--- config.mk ---
export PLATFORM = sky130hd
export DESIGN_NAME = lsu
export DESIGN_NICKNAME = d
export VERILOG_FILES = /design/src/rtl/gpu_pkg.sv /design/src/rtl/lsu.sv
export SDC_FILE = /design/constraint.sdc
export NUM_CORES = 1
export LEC_CHECK = 0
export BUFFER_PORTS_ARGS = -buffer_cell sky130_fd_sc_hd__buf_2
export CAP_MARGIN = 25
export CORE_ASPECT_RATIO = 0.9
export CORE_UTILIZATION = 41
export CTS_BUF_LIST = sky130_fd_sc_hd__clkbuf_8
export DETAILED_ROUTE_END_ITERATION = 6
export PLACE_DENSITY = 0.83
export REMOVE_ABC_BUFFERS = 1
export SETUP_SLACK_MARGIN = 0.02
export SYNTH_ARGS = -nofsm -noshare
export SYNTH_HDL_FRONTEND = slang
export SYNTH_SLANG_ARGS = --single-unit
--- constraint.sdc ---
create_clock -name clock -period 1.65 [get_ports clock]
set_clock_uncertainty 0.15 [all_clocks]
set_input_delay 0.0825 -clock clock [delete_from_list [all_inputs] [get_ports clock]]
set_output_delay 0.0825 -clock clock [all_outputs]
set_load 0.05 [all_outputs]
--- src/rtl/gpu_pkg.sv ---
// Shared mini-GPU definitions: core pipeline state encodings, LSU state encodings
// and default datapath widths.
package gpu_pkg;

  localparam int GPU_ADDR_W = 8;
  localparam int GPU_DATA_W = 8;

  typedef enum logic [2:0] {
    CORE_IDLE    = 3'b000,
    CORE_FETCH   = 3'b001,
    CORE_DECODE  = 3'b010,
    CORE_REQUEST = 3'b011,
    CORE_WAIT    = 3'b100,
    CORE_EXECUTE = 3'b101,
    CORE_UPDATE  = 3'b110,
    CORE_DONE    = 3'b111
  } core_state_e;

  typedef enum logic [1:0] {
    LSU_IDLE       = 2'd0,
    LSU_REQUESTING = 2'd1,
    LSU_WAITING    = 2'd2,
    LSU_DONE       = 2'd3
  } lsu_state_e;

endpackage

--- src/rtl/lsu.sv ---
// Per-thread load/store unit: sequences one LDR/STR per instruction in step with the core.
// Define LSU_TIMEOUT_EN to add a WAITING watchdog that forces DONE and flags lsu_timeout.
module lsu
  import gpu_pkg::*;
#(
  parameter int ADDR_W = GPU_ADDR_W,
  parameter int DATA_W = GPU_DATA_W
`ifdef LSU_TIMEOUT_EN
  ,
  parameter int TIMEOUT_CYCLES = 16
`endif
) (
  input  logic              clock,
  input  logic              reset,
  input  logic              enable,
  input  logic              mem_read_enable,
  input  logic              mem_write_enable,
  input  logic              mem_read_ready,
  input  logic              mem_write_ready,
  input  logic [2:0]        core_state,
  input  logic [ADDR_W-1:0] rs_out,
  input  logic [DATA_W-1:0] rt_out,
  input  logic [DATA_W-1:0] mem_read_data,
  output logic [ADDR_W-1:0] mem_read_address,
  output logic [ADDR_W-1:0] mem_write_address,
  output logic [DATA_W-1:0] mem_write_data,
  output logic [DATA_W-1:0] lsu_out,
`ifdef LSU_TIMEOUT_EN
  output logic              lsu_timeout,
`endif
  output logic [1:0]        lsu_state
);

  lsu_state_e        state_q;
  logic              op_load_q;
  logic [ADDR_W-1:0] rd_addr_q;
  logic [ADDR_W-1:0] wr_addr_q;
  logic [DATA_W-1:0] wr_data_q;
  logic [DATA_W-1:0] out_q;

`ifdef LSU_TIMEOUT_EN
  localparam int CNT_W = $clog2(TIMEOUT_CYCLES + 1);
  logic [CNT_W-1:0] cnt_q;
  logic             timeout_q;
  assign lsu_timeout = timeout_q;
`endif

  // The operation type is latched at the request edge so the ready input of the
  // other type can be ignored for the rest of the transaction.
  always_ff @(posedge clock) begin
    if (reset) begin
      state_q   <= LSU_IDLE;
      op_load_q <= 1'b0;
      rd_addr_q <= '0;
      wr_addr_q <= '0;
      wr_data_q <= '0;
      out_q     <= '0;
`ifdef LSU_TIMEOUT_EN
      cnt_q     <= '0;
      timeout_q <= 1'b0;
`endif
    end else if (!enable) begin
      state_q   <= LSU_IDLE;
`ifdef LSU_TIMEOUT_EN
      timeout_q <= 1'b0;
`endif
    end else begin
      case (state_q)
        LSU_IDLE: begin
          if (core_state == CORE_REQUEST && (mem_read_enable || mem_write_enable)) begin
            state_q   <= LSU_REQUESTING;
            op_load_q <= mem_read_enable;
          end
        end
        LSU_REQUESTING: begin
          if (op_load_q) begin
            rd_addr_q <= rs_out;
          end else begin
            wr_addr_q <= rs_out;
            wr_data_q <= rt_out;
          end
          state_q <= LSU_WAITING;
`ifdef LSU_TIMEOUT_EN
          cnt_q   <= '0;
`endif
        end
        LSU_WAITING: begin
          if (op_load_q && mem_read_ready) begin
            out_q   <= mem_read_data;
            state_q <= LSU_DONE;
          end else if (!op_load_q && mem_write_ready) begin
            state_q <= LSU_DONE;
          end
`ifdef LSU_TIMEOUT_EN
          else if (cnt_q == CNT_W'(TIMEOUT_CYCLES - 1)) begin
            state_q   <= LSU_DONE;
            timeout_q <= 1'b1;
            if (op_load_q) out_q <= '1;
          end else begin
            cnt_q <= cnt_q + 1'b1;
          end
`endif
        end
        LSU_DONE: begin
          if (core_state == CORE_UPDATE) begin
            state_q   <= LSU_IDLE;
`ifdef LSU_TIMEOUT_EN
            timeout_q <= 1'b0;
`endif
          end
        end
        default: state_q <= LSU_IDLE;
      endcase
    end
  end

  assign lsu_state         = state_q;
  assign mem_read_address  = rd_addr_q;
  assign mem_write_address = wr_addr_q;
  assign mem_write_data    = wr_data_q;
  assign lsu_out           = out_q;

endmodule

Word level (Yosys, flattened, before mapping)
Index checks and enable logic that the tools add are counted.
{"block": "word_totals", "regBits": 35, "inputBits": 34, "out_inout_bits": 34, "wordCells": 33}
{"block": "op_classes", "eq_ne": 8, "n_mux": 5, "bitwise_logic": 2, "n_reduce_logical": 12}
{"cell": "AND reduction 3 bit", "n": 5}
{"cell": "2-to-1 mux 2 bit", "n": 4}
{"cell": "one-hot mux 2 bit (4 select lines)", "n": 1}
{"cell": "equality test 2 bit, second input constant", "n": 2}
{"cell": "inequality test 2 bit, second input constant", "n": 2}
{"cell": "equality test 3 x 2 -> 1 bit, second input constant", "n": 1}
{"cell": "equality test 3 bit, second input constant", "n": 1}
{"cell": "logical AND 1 bit", "n": 3}
{"cell": "inequality test 3 bit, second input constant", "n": 1}
{"cell": "equality test 2 x 1 -> 1 bit, second input constant", "n": 1}
{"cell": "logical NOT 2 bit", "n": 1}
{"cell": "inverter 1 bit", "n": 2}
{"cell": "OR reduction 2 bit", "n": 1}
{"cell": "logical NOT 1 bit", "n": 1}
{"cell": "logical OR 1 bit", "n": 1}

Depth between registers and ports, before layout
{"block": "depth", "ltp_word": 5, "depth_mapped": 8, "ltp_nobuf": 6}

Least setup slack after synthesis
OpenSTA, ideal clock, no wires.
{"block": "synth_timing", "kind": "register -> register", "from": "register state_q[0] (netlist: lsu_state[0])", "to": "register wr_addr_q[0] (netlist: mem_write_address[0])", "setup_time_ns": 0.132, "arrival_ns": 1.588, "required_time_ns": 1.368, "path_slack_ns": -0.220, "stages_incl_launch_ff": 8, "path_buffers": 2, "period_less_slack_ns": 1.870, "path_cell_list": "dfxtp_1 -> ha_1 -> nand2_1 -> or2_1 -> buf_6 -> buf_6 -> nand2_1 -> a21oi_1"}
{"block": "synth_via", "elab_chain_cells": 2}
{"element": "start: declaration", "line_no": "lsu.sv:34", "rtl": "lsu_state_e state_q;"}
{"element": "start signal: assignment", "line_no": "lsu.sv:52", "rtl": "state_q <= LSU_IDLE;"}
{"element": "start signal: assignment", "line_no": "lsu.sv:63", "rtl": "state_q <= LSU_IDLE;"}
{"element": "start signal: assignment", "line_no": "lsu.sv:71", "rtl": "state_q <= LSU_REQUESTING;"}
{"element": "equality test 2 x 1 -> 1 bit", "line_no": "lsu.sv:68", "rtl": "case (state_q)"}
{"element": "AND reduction 3 bit (no source line)"}
{"element": "end signal: assignment", "line_no": "lsu.sv:79", "rtl": "wr_addr_q <= rs_out;"}
{"element": "end: declaration", "line_no": "lsu.sv:37", "rtl": "logic [ADDR_W-1:0] wr_addr_q;"}
Every way passes these cells.
A chain may end at the register's enable or synchronous reset.

Final worst setup path
{"block": "layout_timing", "from": "register state_q[0] (netlist: lsu_state[0])", "to": "register op_load_q"}
{"block": "layout_via", "elab_chain_cells": 2}
{"element": "logical NOT 2 bit", "line_no": "lsu.sv:68"}
{"element": "AND reduction 3 bit (no source line)"}
{"element": "end signal: assignment", "line_no": "lsu.sv:72", "rtl": "op_load_q <= mem_read_enable;"}
{"element": "end: declaration", "line_no": "lsu.sv:35", "rtl": "logic op_load_q;"}
Every way passes these cells.

==> impl_metrics.tcl <==
set metrics [dict create \
    critPathArrivalTime_ns 1.50 \
    synthArstFlopShare_pct 0 \
    utilization_pct 67.26 \
    ys.warnings.count 0 \
    cts_buffers 5 \
    grt_max_degree 23 \
    nFillCells 282 \
    min-delay-start "core_state[2]" \
    area_delta_synth_final_pct 52.18 \
    drv_slew 0 \
    required_ns 1.66 \
    hpwl_mm 2.135 \
    synth_area_leaders "dfxtp_1 51%, nand2_1 15%, a21oi_1 8.7%, mux2i_1 8.0%, ha_1 3.6%" \
    synth_compound_area_share_pct 10.09 \
    final_layout_size_suffix_gt1_share_pct 31.13 \
    grt_overflow 0 \
    cts_sinks 35 \
    cp_max_fo 5 \
    hold_viol_final 0 \
    htreeDepth 2 \
    start_util_pct 44.19 \
    cap_violations 0 \
    clk_latency_ns 0.28 \
    power.density_nw_per_um2 826.2 \
    synthMuxAreaShare_pct 8.000 \
    dr.pass1.iters 4 \
    outcome "complete, no violations" \
    antenna_found_initial 0 \
    yosys.area_share.adder_pct 3.636 \
    rr_startpoint "lsu_state[0]" \
    synth_top_family_by_area "simple AND/OR/NAND/NOR gates" \
    slew_headroom_pct 73.32 \
    drt_iter0_drc 62 \
    gp_congestion 0.7328 \
    ys_seq_area_share_pct 50.91 \
    setup.worst_path.end "op_load_q" \
    period_needed_ns 1.490 \
    worst_pin_slew_ns 0.4002 \
    synth_seq_cells 35 \
    hp-class "input port to flip-flop" \
    synth_area_per_cell_um2 8.444 \
    portBuffers 67 \
    rsz0062_at_grt "false" \
    crit_path_start_kind "flip-flop" \
    via_per_inst 4.702 \
    synth_edf_count 0 \
    grtUsageTotal_pct 20.38 \
    grt_pass1_vias 1360 \
    syn_inst 163 \
    die_x_um 63.07 \
    setup.worst_path.start "lsu_state[0]" \
    die_h_um 56.97 \
    p_leak_nw 1.002 \
    instances_no_fill 299 \
    clk_pin_slew_ns 0.06 \
    synth_xor_area_share_pct 0 \
    yosysTopAreaCell "dfxtp_1" \
    ff2ff_path_depth 6 \
    dp_cells 266 \
    ctsRootBufferMaster "clkbuf_8" \
    design.core.area_um2 3114 \
    syn_area_um2 1376 \
    synth_flop_cell "dfxtp_1" \
    io_pins 68 \
    synth.most_common_cell "nand2_1" \
    layout.nets 295 \
    ant_nets 0 \
    regToRegSetupSlack_ns 0.16 \
    yosysTopAreaCellShare_pct 50.91 \
    die_area_um2 3593 \
    r2r_end "op_load_q" \
    row_count 19 \
    route.detailed.drc 0 \
    path_class "flip-flop to flip-flop" \
    grt_pass1_wl_mm 5.720 \
    synth_common_cells "55 x nand2_1, 35 x dfxtp_1, 24 x a21oi_1" \
    fin_crit_sh_pct 90.29 \
    synth_cell_type_count 23 \
    routedWlPerCell_um 11.33 \
    cts_tree "yes" \
    end_kind "flip-flop" \
    max_freq_ghz 0.6712 \
    diodes 0 \
    cts_buffer_depth 2 \
    drt_wl_total_mm 3.388 \
    yosys.area_share.simple_pct 22.82 \
    peakVddDrop_mv 0.5093 \
    via_count 1406 \
    finalSetupViolations 0 \
]
-- cell usage in the layout (no fill, tap or decap), types with 2 or more instances in the layout --
cell type and count:
clkbuf_8 5, nor3b_1 2, mux2i_1 11, nor2_1 10
buf_4 4, nand2_1 55, dfxtp_1 35, dlygate4sd3_1 25
buf_2 67, ha_1 4, a21oi_1 24, inv_1 3
-- report_power, final --
group / total (W) / switching, W / internal [W] / leakage (nW)
Combinational: 0.000159 / 0.0000750 / 0.0000845 / 0.665
Clock: 0.000716 / 0.000280 / 0.000436 / 0.0554
Sequential: 0.000855 / 0.00000454 / 0.000851 / 0.282
Total: 0.00173 / 0.000359 / 0.00137 / 1.00
-- worst max-delay path, stage by stage, from the launching register on --
cell and delay (ns):
dfxtp_1 0.36, inv_1 0.10, ha_1 0.20, nand2_1 0.06, nor4_1 0.23, mux2i_1 0.22
nor2_1 0.05
-- cell families after synthesis --
logic type	after synthesis
AOI/OAI and AO/OA	27
adders and majority gates	4
buffers and inverters	11
DFF	35
muxes	11
and+or+nand+nor	75
-- registers in the layout, indices dropped and copies added, names as in the netlist --
| name | cells |
|---|---|
| lsu_state | 2 |
| mem_write_address | 8 |
| lsu_out | 8 |
| mem_write_data | 8 |
| op_load_q | 1 |
| mem_read_address | 8 |
-- layout make-up --
class                      instances  area [µm²]  share of cell area [%]
inverter                           2       7.507                  0.3584
sequential                        35       700.7                   33.45
clock inverter                     2       33.78                   1.613
tap                               42       52.55                   2.509
multi-input combinational        117       615.6                   29.39
clock buffer                       5       68.82                   3.286
timing repair buffer              96       615.6                   29.39
-- per-layer routing --
metal  part of all wire (%)  wire (µm)  track usage [%]  vias up
met3                    5.4        183            6.400        7
met1                     44       1494            22.82      639
met5                      0          0                0        -
li1                       -          -                -      719
met4                    1.5         51            7.641        0
met2                     49       1660            36.25       41
-- stage by stage --
step                      setup TNS (ns)  hold slack [ns]   power, W  setup WS (ns)  area [µm²]
after global routing                   0          0.07045   0.001802        0.02492        2095
after global placement                 0           0.1750  0.0009838        0.05232        1732
after detailed placement               0           0.1791  0.0009854       0.009957        1732
final                                  0          0.02464   0.001730         0.1602        2095
after CTS                              0          0.01894   0.001750        0.04070        2085
after floorplan                   -4.098         0.001566  0.0009163        -0.2142        1321
-- what timing repair did --
| action | 4_1_cts | 5_1_grt |
|---|---|---|
| pin swaps | 0 | 1 |
| hold endpoints to repair | 33 | 0 |
| gates resized for setup | 1 | 1 |
| endpoints found under the setup margin | 12 | 24 |
| hold buffers | 25 | 0 |
| setup buffers | 0 | 1 |
-- worst min path at each step --
stage | cells past startpoint | endpoint | slack, ns
6_report | 4 | op_load_q | 0.02
3_3_place_gp | 3 | mem_write_data[1] | 0.17
5_1_grt | 2 | mem_read_address[0] | 0.07
2_1_floorplan | 1 | lsu_out[0] | 0.002
3_5_place_dp | 3 | lsu_out[2] | 0.18
4_1_cts | 4 | op_load_q | 0.02
(Power assumes the default switching activity.)
